### src/rtl/imm_ext_pipe.sv
// imm_ext_pipe: immediate / load-data extension unit with a 2-entry output FIFO.
// Results are computed on acceptance and are visible one cycle later.
// Optional feature macro: EXT_BYTE_HALF_EN enables the byte/half load modes (4-7).
// Without it, those modes return the zero-extended immediate with out_err set,
// and the in_data/in_boff datapath is left out of the build.
module imm_ext_pipe #(
  parameter int IMM_W = 16,
  parameter int OUT_W = 32
) (
  input  logic             clk,
  input  logic             reset,
  input  logic             flush,
  input  logic             in_valid,
  output logic             in_ready,
  input  logic [2:0]       in_mode,
  input  logic [IMM_W-1:0] in_imm,
  input  logic [OUT_W-1:0] in_data,
  input  logic [1:0]       in_boff,
  output logic             out_valid,
  input  logic             out_ready,
  output logic [OUT_W-1:0] out_data,
  output logic             out_err
);

  typedef enum logic [1:0] {
    EMPTY = 2'd0,
    ONE   = 2'd1,
    FULL  = 2'd2
  } state_t;

  state_t           state_q, state_d;
  logic [OUT_W-1:0] data0_q, data0_d, data1_q, data1_d;
  logic             err0_q, err0_d, err1_q, err1_d;
  logic             push, pop;
  logic [OUT_W-1:0] new_data;
  logic             new_err;

  // Immediate modes 0-3; anything else yields the zero-extended immediate.
  function automatic logic [OUT_W-1:0] ext_imm(input logic [2:0] mode,
                                               input logic [IMM_W-1:0] imm);
    logic signed [OUT_W-1:0] sx;
    logic        [OUT_W-1:0] r;
    sx = {{(OUT_W-IMM_W){imm[IMM_W-1]}}, imm};
    case (mode)
      3'd1:    r = sx;
      3'd2:    r = {imm, {(OUT_W-IMM_W){1'b0}}};
      3'd3:    r = sx <<< 2;
      default: r = {{(OUT_W-IMM_W){1'b0}}, imm};
    endcase
    return r;
  endfunction

`ifdef EXT_BYTE_HALF_EN
  // Byte/half load extraction: lmode 0 LB, 1 LBU, 2 LH, 3 LHU.
  function automatic logic [OUT_W-1:0] ext_load(input logic [1:0]       lmode,
                                                input logic [OUT_W-1:0] data,
                                                input logic [1:0]       boff);
    logic [7:0]       b;
    logic [15:0]      h;
    logic [OUT_W-1:0] r;
    case (boff)
      2'd0:    b = data[7:0];
      2'd1:    b = data[15:8];
      2'd2:    b = data[23:16];
      default: b = data[31:24];
    endcase
    h = boff[1] ? data[31:16] : data[15:0];
    case (lmode)
      2'd0:    r = {{(OUT_W-8){b[7]}}, b};
      2'd1:    r = {{(OUT_W-8){1'b0}}, b};
      2'd2:    r = {{(OUT_W-16){h[15]}}, h};
      default: r = {{(OUT_W-16){1'b0}}, h};
    endcase
    return r;
  endfunction
`else
  // Load-word inputs have no consumer in this build.
  logic unused_byte_half;
  assign unused_byte_half = ^{in_data, in_boff};
`endif

  // Handshake decode from registered state only; in_ready never sees out_ready.
  assign in_ready  = (state_q != FULL);
  assign out_valid = (state_q != EMPTY);
  assign out_data  = data0_q;
  assign out_err   = err0_q;
  assign push      = in_valid & in_ready;
  assign pop       = out_valid & out_ready;

  // Result of the request currently on the input side.
  always_comb begin
    new_data = '0;
    new_err  = 1'b0;
`ifdef EXT_BYTE_HALF_EN
    if (in_mode[2]) new_data = ext_load(in_mode[1:0], in_data, in_boff);
    else            new_data = ext_imm(in_mode, in_imm);
`else
    new_data = ext_imm(in_mode, in_imm);
    new_err  = in_mode[2];
`endif
  end

  // Occupancy FSM and FIFO entry movement; flush overrides any push or pop.
  always_comb begin
    state_d = state_q;
    data0_d = data0_q;
    err0_d  = err0_q;
    data1_d = data1_q;
    err1_d  = err1_q;
    if (flush) begin
      state_d = EMPTY;
    end else begin
      case (state_q)
        EMPTY: begin
          if (push) begin
            data0_d = new_data;
            err0_d  = new_err;
            state_d = ONE;
          end
        end
        ONE: begin
          if (push) begin
            if (pop) begin
              data0_d = new_data;
              err0_d  = new_err;
            end else begin
              data1_d = new_data;
              err1_d  = new_err;
              state_d = FULL;
            end
          end else if (pop) begin
            state_d = EMPTY;
          end
        end
        FULL: begin
          if (pop) begin
            data0_d = data1_q;
            err0_d  = err1_q;
            state_d = ONE;
          end
        end
        default: state_d = EMPTY;
      endcase
    end
  end

  // State and buffer registers; reset clears everything asynchronously.
  always_ff @(posedge clk or negedge reset) begin
    if (!reset) begin
      state_q <= EMPTY;
      data0_q <= '0;
      err0_q  <= 1'b0;
      data1_q <= '0;
      err1_q  <= 1'b0;
    end else begin
      state_q <= state_d;
      data0_q <= data0_d;
      err0_q  <= err0_d;
      data1_q <= data1_d;
      err1_q  <= err1_d;
    end
  end

endmodule

### config.mk
export PLATFORM = sky130hd
export DESIGN_NAME = imm_ext_pipe
export DESIGN_NICKNAME = d
export VERILOG_FILES = /design/src/rtl/imm_ext_pipe.sv
export SDC_FILE = /design/constraint.sdc
export NUM_CORES = 1
export LEC_CHECK = 0
export BUFFER_PORTS_ARGS = -buffer_cell sky130_fd_sc_hd__clkbuf_2
export CAP_MARGIN = 40
export CORE_MARGIN = 4
export CORE_UTILIZATION = 30
export CTS_CLUSTER_SIZE = 28
export DETAILED_ROUTE_END_ITERATION = 16
export SETUP_SLACK_MARGIN = 0.3
export SLEW_MARGIN = 20
export SYNTH_ARGS = -nofsm -noshare
export SYNTH_HDL_FRONTEND = slang
export SYNTH_SLANG_ARGS = --single-unit
### constraint.sdc
create_clock -name clk -period 2.22 [get_ports clk]
set_clock_uncertainty 0.2 [all_clocks]
set_input_delay 0.333 -clock clk [delete_from_list [all_inputs] [get_ports clk]]
set_output_delay 0.333 -clock clk [all_outputs]
set_load 0.01 [all_outputs]
# Word level (Yosys, flattened, before mapping)
# Index checks and enable logic that the tools add are counted.
# totals
ff_bits	68
word_cells	47
in_bits	58
# classes
reduce_logical	6
n_eq_ne	14
mux	18
bitwise	4
# op_table
op	n
case mux 32 bit (3 select lines)	2
two-way mux 32 bit	4
two-way mux 2 bit	6
inequality test 2 bit, second input constant	5
inequality test 4 bit, second input constant	2
AND reduction 4 bit	2
equality test 3 x 2 -> 1 bit, second input constant	2
inequality test 3 bit, second input constant	2
case mux 2 bit (3 select lines)	1
AND reduction 6 bit	1
two-way mux 1 bit	4
equality test 3 x 1 -> 1 bit, second input constant	1
case mux 1 bit (3 select lines)	1
nonzero test 3 bit	1
AND 1 bit	2
equality test 2 x 1 -> 1 bit, second input constant	1
equality test 2 bit, second input constant	1
zero test 2 bit	1
NOT 1 bit	2
nonzero test 2 bit	1

# Longest topological paths before layout
# Gate-level depths: netlist of run 1.
# depth
depth_word	6
depth_mapped	7
depth_no_buf	5

# Worst setup path after synthesis of run 1
# No wires, ideal clock.
# synth_timing
path_kind	reg2reg
from	register state_q[1]
to	register data1_q[16]
required_ns	1.886
path_slack_ns	0.438
path_stages_with_launch	7
t_arrival_ns	1.448
setup_ns	0.134
cell_sequence	dfrtp_1 > or4_1 > clkbuf_1 > buf_6 > buf_2 > nand2_1 > o41ai_2
# synth_between
elab_chain_len	4
word_cells_on_any_way	7
classes_between	eq/ne (2); bitwise (3); reduce/logical (2)
# synth_rtl
item	line_no	text
from (decl)	31	state_t state_q, state_d;
from (signal assigned)	156	state_q <= state_d;
nonzero test 2 bit	84	assign out_valid = (state_q != EMPTY);
AND 1 bit	88	assign pop = out_valid & out_ready;
NOT 1 bit (no source line)	n/a	
AND reduction 4 bit (no source line) *	n/a	
to (signal assigned)	159	data1_q <= data1_d;
to (decl)	32	logic [OUT_W-1:0] data0_q, data0_d, data1_q, data1_d;
# Every way passes the cells marked *; elsewhere a longest branch is shown, timed or not.
# A chain may end at the register's enable or synchronous reset.

# Worst setup path after layout of run 1
# layout_timing
from	register state_q[1]
to	register data0_q[26] (netlist: out_data[26])
# layout_between
elab_chain_len	4
word_cells_on_any_way	14
classes_between	eq/ne (7); mux (1); bitwise (2); reduce/logical (4)
# layout_rtl
item	line_no	text
inequality test 2 bit / nonzero test 2 bit (equally long branches)	83, 84	
AND 1 bit (on tied branches)	87, 88	
inequality test 2 bit (no source line)	n/a	
AND reduction 6 bit (no source line)	n/a	
to (signal assigned)	157	data0_q <= data0_d;
to (decl)	32	
# Parallel ways exist; a longest one is shown, timed or not.

==> reports/results.tsv, run 1 <==
metric	value	unit
status	finished, final reports clean	
synth_flop_cell	dfrtp_1	
async_flop_share	100	%
grt_max_degree	69	
power_switching_share	27.8	%
clock-sinks	68	
path_class	flop to flop	
fin_crit_sh	82.1	%
ys_seq_area_share	52.1	%
clockBufferDepth	2	
cellInternalPower	2320	uW
core	10500	sq um
cp_num_buf_inv	1	
slew_headroom	61.5	%
synthDistinctLibCells	25	
drt_iter0_markers	140	
postLayoutCoreUtil	37.9	%
drive_gt1_share	32.6	%
route.detailed.drc	0	
timing.final.crit_period	1820	ps
cts_tree	done	
finalSetupViolCount	0	
grt_usage	12.8	%
whs_endpoint	state_q[1]	
syn_to_final_growth	21.7	%
avgSynthCellArea	9.89	sq um
syn-cell-area	3260	sq um
p_switching	896	uW
synth_commonest_cells	nand2_1 (71), dfrtp_1 (68), o21ai_0 (35)	
crit_path_end_kind	flop	
dp_hpwl	5480	um
synthesis.nets	388	
antennaDiodeCount	0	
synth_edf_count	0	
yosys-top-cells-area	dfrtp_1 (52%), mux2_2 (11%), nand2_1 (8.2%)	
drv_slew	0	
p_leak	0.00184	uW
ant_nets	0	
yosysMostFrequentCell	nand2_1	
path_cells	mux2i_1, nor2_1, o21bai_4, clkbuf_16, mux2_2	
dr.pass1.iters	4	
portBuffers	58	
max_freq	548	MHz
rsz0062_at_grt	no	
seqPwrFrac	49.4	%
vias_per_cell	4.84	
grt_first_pass_wirelength	13000	um
yosys_register_bits	68	
fin_setup_tns	0	ps
critPathRequiredTime	2250	ps
r2r-end	out_data[26]	
synth_cells	330	
wl	8050	um
start_kind	flop	
numCtsBuffers	9	
cts_setup_buffers	0	
final_hold_viol_count	0	
path_max_fanout	16	
combinationalPowerShare	20.3	%
via_count	2540	
gp_congestion	0.725	
reg2reg_slack	400	ps
drv_cap	0	
yosysTopAreaCellShare	52.1	%
crit_family	multiplexers	
io-pin-count	93	
worst_path_max_delay_cell	dfrtp_2	
arrival	1850	ps
die_width	112	um
rows	37	
start_util	31.2	%
worstMarginPinSlew	577	ps
grt_pass1_vias	2484	
vdd_drop_max	0.000252	V
synth.largest_area_cell	dfrtp_1	
cpPeakStageDelay	410	ps
antenna_found_initial	0	
die-area	12600	sq um
hp-start	out_ready	
gr-total-overflow	0	
p_per_area	811	nW/um^2
yosysWarnings	0	
r2r-start	state_q[1]	
path_clk_slew	70	ps
wire_per_inst	15.3	um
die_y	112	um
cts_htree_levels	3	
holdPathStages	2	
final_nets	443	
hold_path_class	input pin to flop	
power_frac_clock	30.3	%
cts_root_buffer	clkbuf_8	
clock_latency	340	ps
ff2ff_path_depth	5	
[flip-flops by register name, summed over array words and instances (netlist names)]
name      count
err1_q        1
out_err       1
state_q       2
data1_q      32
out_data     32
[metal layers]
layer | track usage, % | share of wire (%)
met1 | 16.9 | 46
met2 | 19.6 | 46
met3 | 4.31 | 6.2
met4 | 4.81 | 1.9
met5 | 0 | 0
[worst max-delay path by stage]
stage	cells past startpoint	startpoint	end	slack [ps]
global route	5	state_q[1]	out_data[25]	300
global placement	5	in_mode[0]	out_data[30]	190
floorplan	6	state_q[1]	data1_q[16]	440
finish	5	state_q[1]	out_data[26]	400
CTS	5	state_q[1]	out_data[16]	360
detailed placement	5	in_mode[0]	out_data[22]	150
[what timing repair did]
item,in CTS,in global routing
resized for setup,3,5
hold endpoints to repair,69,0
gates cloned,0,1
setup endpoints to repair,14,33
hold buffers,2,0
pin swaps,0,1
[area by class of cell]
| cell class | count | area (sq um) |
|---|---|---|
| flip-flops and latches | 68 | 1700 |
| fillers | 1080 | 6490 |
| clock buffers | 13 | 149 |
| multi-input cells | 231 | 1450 |
| inverters | 2 | 7.51 |
| well taps | 136 | 170 |
| clock inverters | 2 | 35.0 |
| repair buffers | 73 | 458 |
[stage by stage]
stage / total power (uW) / cells / setup WS (ps) / cell area (sq um) / hold WS, ps
detailed placement: 2260 / 506 / 152 / 3700 / 183
floorplan: 1980 / 330 / 438 / 3260 / -163
finish: 3220 / 525 / 397 / 3970 / 30.4
global route: 3420 / 525 / 303 / 3970 / 25.7
CTS: 3250 / 523 / 362 / 3920 / 22.8
global placement: 2230 / 506 / 185 / 3700 / 183
[power groups by stage]
| stage | sequential (uW) | combinational (uW) | clock (uW) |
|---|---|---|---|
| 3_5_place_dp | 1620 | 641 | 0 |
| 5_1_grt | 1620 | 737 | 1070 |
| 6_report | 1590 | 653 | 975 |
| 2_1_floorplan | 1650 | 331 | 0 |
| 3_3_place_gp | 1600 | 629 | 0 |
| 4_1_cts | 1590 | 651 | 1000 |
[cell families after synthesis]
kind of cell / synth area share [%]
compound gates: 16.9
simple gates: 14.7
flops: 52.1
mux: 12.0
buf+inv: 4.29
[cells in the final DEF, fill, tap and decap left out, types with 8 or more instances in the layout]
cell / instances
o21ai_0: 35
o31ai_1: 14
buf_4: 8
mux2_2: 33
nand2_1: 70
clkbuf_8: 10
and4b_1: 14
o21ai_1: 15
a21oi_1: 29
dfrtp_1: 67
clkbuf_2: 57
Note: power is estimated with default switching activity, not from simulation.
==> run 2: changes to the inputs <==
- clock period: 2.22 -> 1.8 ns (I/O delays scaled with it)
==> run 2 against run 1 <==
Net effect: the run now ends with negative setup slack left; wire length rose by 19%; fmax fell by 4.9%; first-iteration DRC count rose by 31%; clock power rose by 61%; critical path depth rose by 2; non-clock buffer count rose by 29; flip-flop and latch count did not move; design area rose by 22%; utilization rose by 8.5 points; setup slack got worse by 510 ps; power rose by 45%; critical endpoint is now out_data[10]; largest power group unchanged.
==> reports/results.tsv, run 2 (same netlist as run 1, synthesis figures left out) <==
metric	value	unit	change
status	finished, violations left		
violations	negative setup slack		
worstMarginPinSlew	379	ps	-198 ps
path_cells	buf_6, mux2i_2, nor2_2, o21bai_4, buf_12, clkbuf_16, mux2_4		
timing.final.crit_period	1920	ps	+93.1 ps
die_y	112	um	unchanged
wire_per_inst	17.2	um	+12%
final_hold_viol_count	0		unchanged
clock_latency	360	ps	+20 ps
multi_input_area	1800	sq um	+24%
dp_hpwl	5620	um	+2.5%
rsz0062_at_grt	yes		
syn_to_final_growth	48.8	%	
place_ws	-228	ps	-380 ps
drt_iter0_markers	184		+31%
ant_nets	0		unchanged
ff2ff_path_depth	7		+2
start_kind	flop		
worst_path_max_delay_cell	dfrtp_1		
gp_congestion	0.760		+4.8%
r2r-start	state_q[1]		
seq_area	1700	sq um	about the same
route.detailed.drc	0		unchanged
layout_common_cells	dfrtp_1 (68), clkbuf_2 (55), nand2_1 (53)		
grt_first_pass_wirelength	13900	um	+7.2%
place_inst	517		+2.2%
hp-start	in_imm[1]		
fin_setup_tns	-5260	ps	-5260 ps
vdd_drop_max	0.000427	V	+70%
gr-total-overflow	0		unchanged
numCtsBuffers	9		unchanged
critPathRequiredTime	1840	ps	-410 ps
slew_headroom	74.7	%	+13 points
rows	37		unchanged
via_count	2796		+10%
clock-sinks	68		unchanged
grt_pass1_vias	2707		+9.0%
vias_per_cell	5.03		+3.9%
reg2reg_slack	-120	ps	-510 ps
holdPathStages	3		+1
grt_max_degree	69		unchanged
r2r-end	out_data[10]		
postLayoutCoreUtil	46.4	%	+8.5 points
clockBufferDepth	2		unchanged
layout_commonest_cell	dfrtp_1		
final_nets	473		+6.8%
max_freq	522	MHz	-4.9%
cts_tree	done		
core	10500	sq um	unchanged
antenna_found_initial	0		unchanged
arrival	1950	ps	+100 ps
p_leak	0.00227	uW	+23%
p_per_area	963	nW/um^2	+19%
hold_path_class	input pin to flop		
finalSetupViolCount	66		+66
die-area	12600	sq um	unchanged
path_max_fanout	8		-8
path_class	flop to flop		
portBuffers	58		unchanged
setup_ws	-117	ps	-513 ps
cts_root_buffer	clkbuf_8		
dr.pass1.iters	4		unchanged
antennaDiodeCount	0		unchanged
cpPeakStageDelay	400	ps	about the same
die_width	112	um	unchanged
crit_path_end_kind	flop		
whs	22.5	ps	-7.89 ps
drive_gt1_share	48.1	%	+15 points
drv_cap	0		unchanged
cts_htree_levels	3		unchanged
fin_crit_sh	106	%	+24 points
start_util	31.2	%	unchanged
path_clk_slew	70	ps	about the same
drv_slew	0		unchanged
fin_cells	556		+5.9%
wl	9550	um	+19%
io-pin-count	93		unchanged
grt_usage	13.9	%	+1.0 points
whs_endpoint	data1_q[1]		
nFillCells	956		-11%
## run 2: changes by cell type in the layout (fill, tap and decap cells not counted), moves of 5 or more
| cell | before | now |
|---|---|---|
| o31ai_1 | 14 | 1 |
| buf_12 | 2 | 8 |
| buf_4 | 8 | 21 |
| mux2_4 | 0 | 17 |
| o31ai_2 | 2 | 7 |
| o21ai_0 | 35 | 30 |
| o31ai_4 | 0 | 8 |
| o21ai_2 | 0 | 8 |
| nand2_1 | 70 | 53 |
| mux2_2 | 33 | 16 |
| nand2_2 | 1 | 11 |
| nand2_4 | 0 | 7 |
## run 2: power by group
part / switching, uW / internal (uW)
Sequential: 177 / 1820
Clock: 577 / 994
Combinational: 537 / 570
Total: 1290 / 3380
## run 2: critical path: cells and delay by family, from the launching register on
family | cells | cell delay [ps]
muxes | 2 | 480
buffers and inverters | 3 | 460
DFF | 1 | 400
AOI/OAI and AO/OA | 1 | 170
and+or+nand+nor | 1 | 90
## run 2: how the worst max path moves through the flow
stage | start | end | slack (ps) | depth (start not counted)
floorplan | state_q[1] | out_data[0] | 90 | 5
global placement | in_mode[0] | out_data[27] | -180 | 5
detailed placement | in_mode[0] | out_data[25] | -230 | 5
CTS | state_q[1] | out_data[12] | -60 | 6
global route | state_q[1] | out_data[15] | -190 | 7
finish | state_q[1] | out_data[10] | -120 | 7
## run 2: layout make-up
type / instances / area share, %
clock buffers: 12 / 3.20
clock inverters: 4 / 1.96
inverters: 2 / 0.155
multi-input cells: 232 / 37.1
flip-flops and latches: 68 / 35.1
well taps: 136 / 3.51
repair buffers: 102 / 19.0
## run 2: stage by stage
step	power [uW]	area (sq um)
final	4670	4850
after global routing	4920	4850
after CTS	4520	4430
after detailed placement	2830	3830
after global placement	2790	3830
after floorplan	2460	3320
## run 2: metal layers
| metal | up-vias | track usage (%) | share of wire, % |
|---|---|---|---|
| li1 | 1339 | - | - |
| met1 | 1383 | 17.6 | 44 |
| met2 | 58 | 21.7 | 49 |
| met3 | 16 | 4.53 | 5.2 |
| met4 | 0 | 5.85 | 2.0 |
| met5 | - | 0 | 0 |
## run 2: timing repair
item	4_1_cts	5_1_grt
gates resized for setup	53	50
setup buffers	2	7
setup endpoints to repair	70	69
hold endpoints to repair	69	0
gates cloned	4	7
hold buffers	2	0
pin swaps	7	6
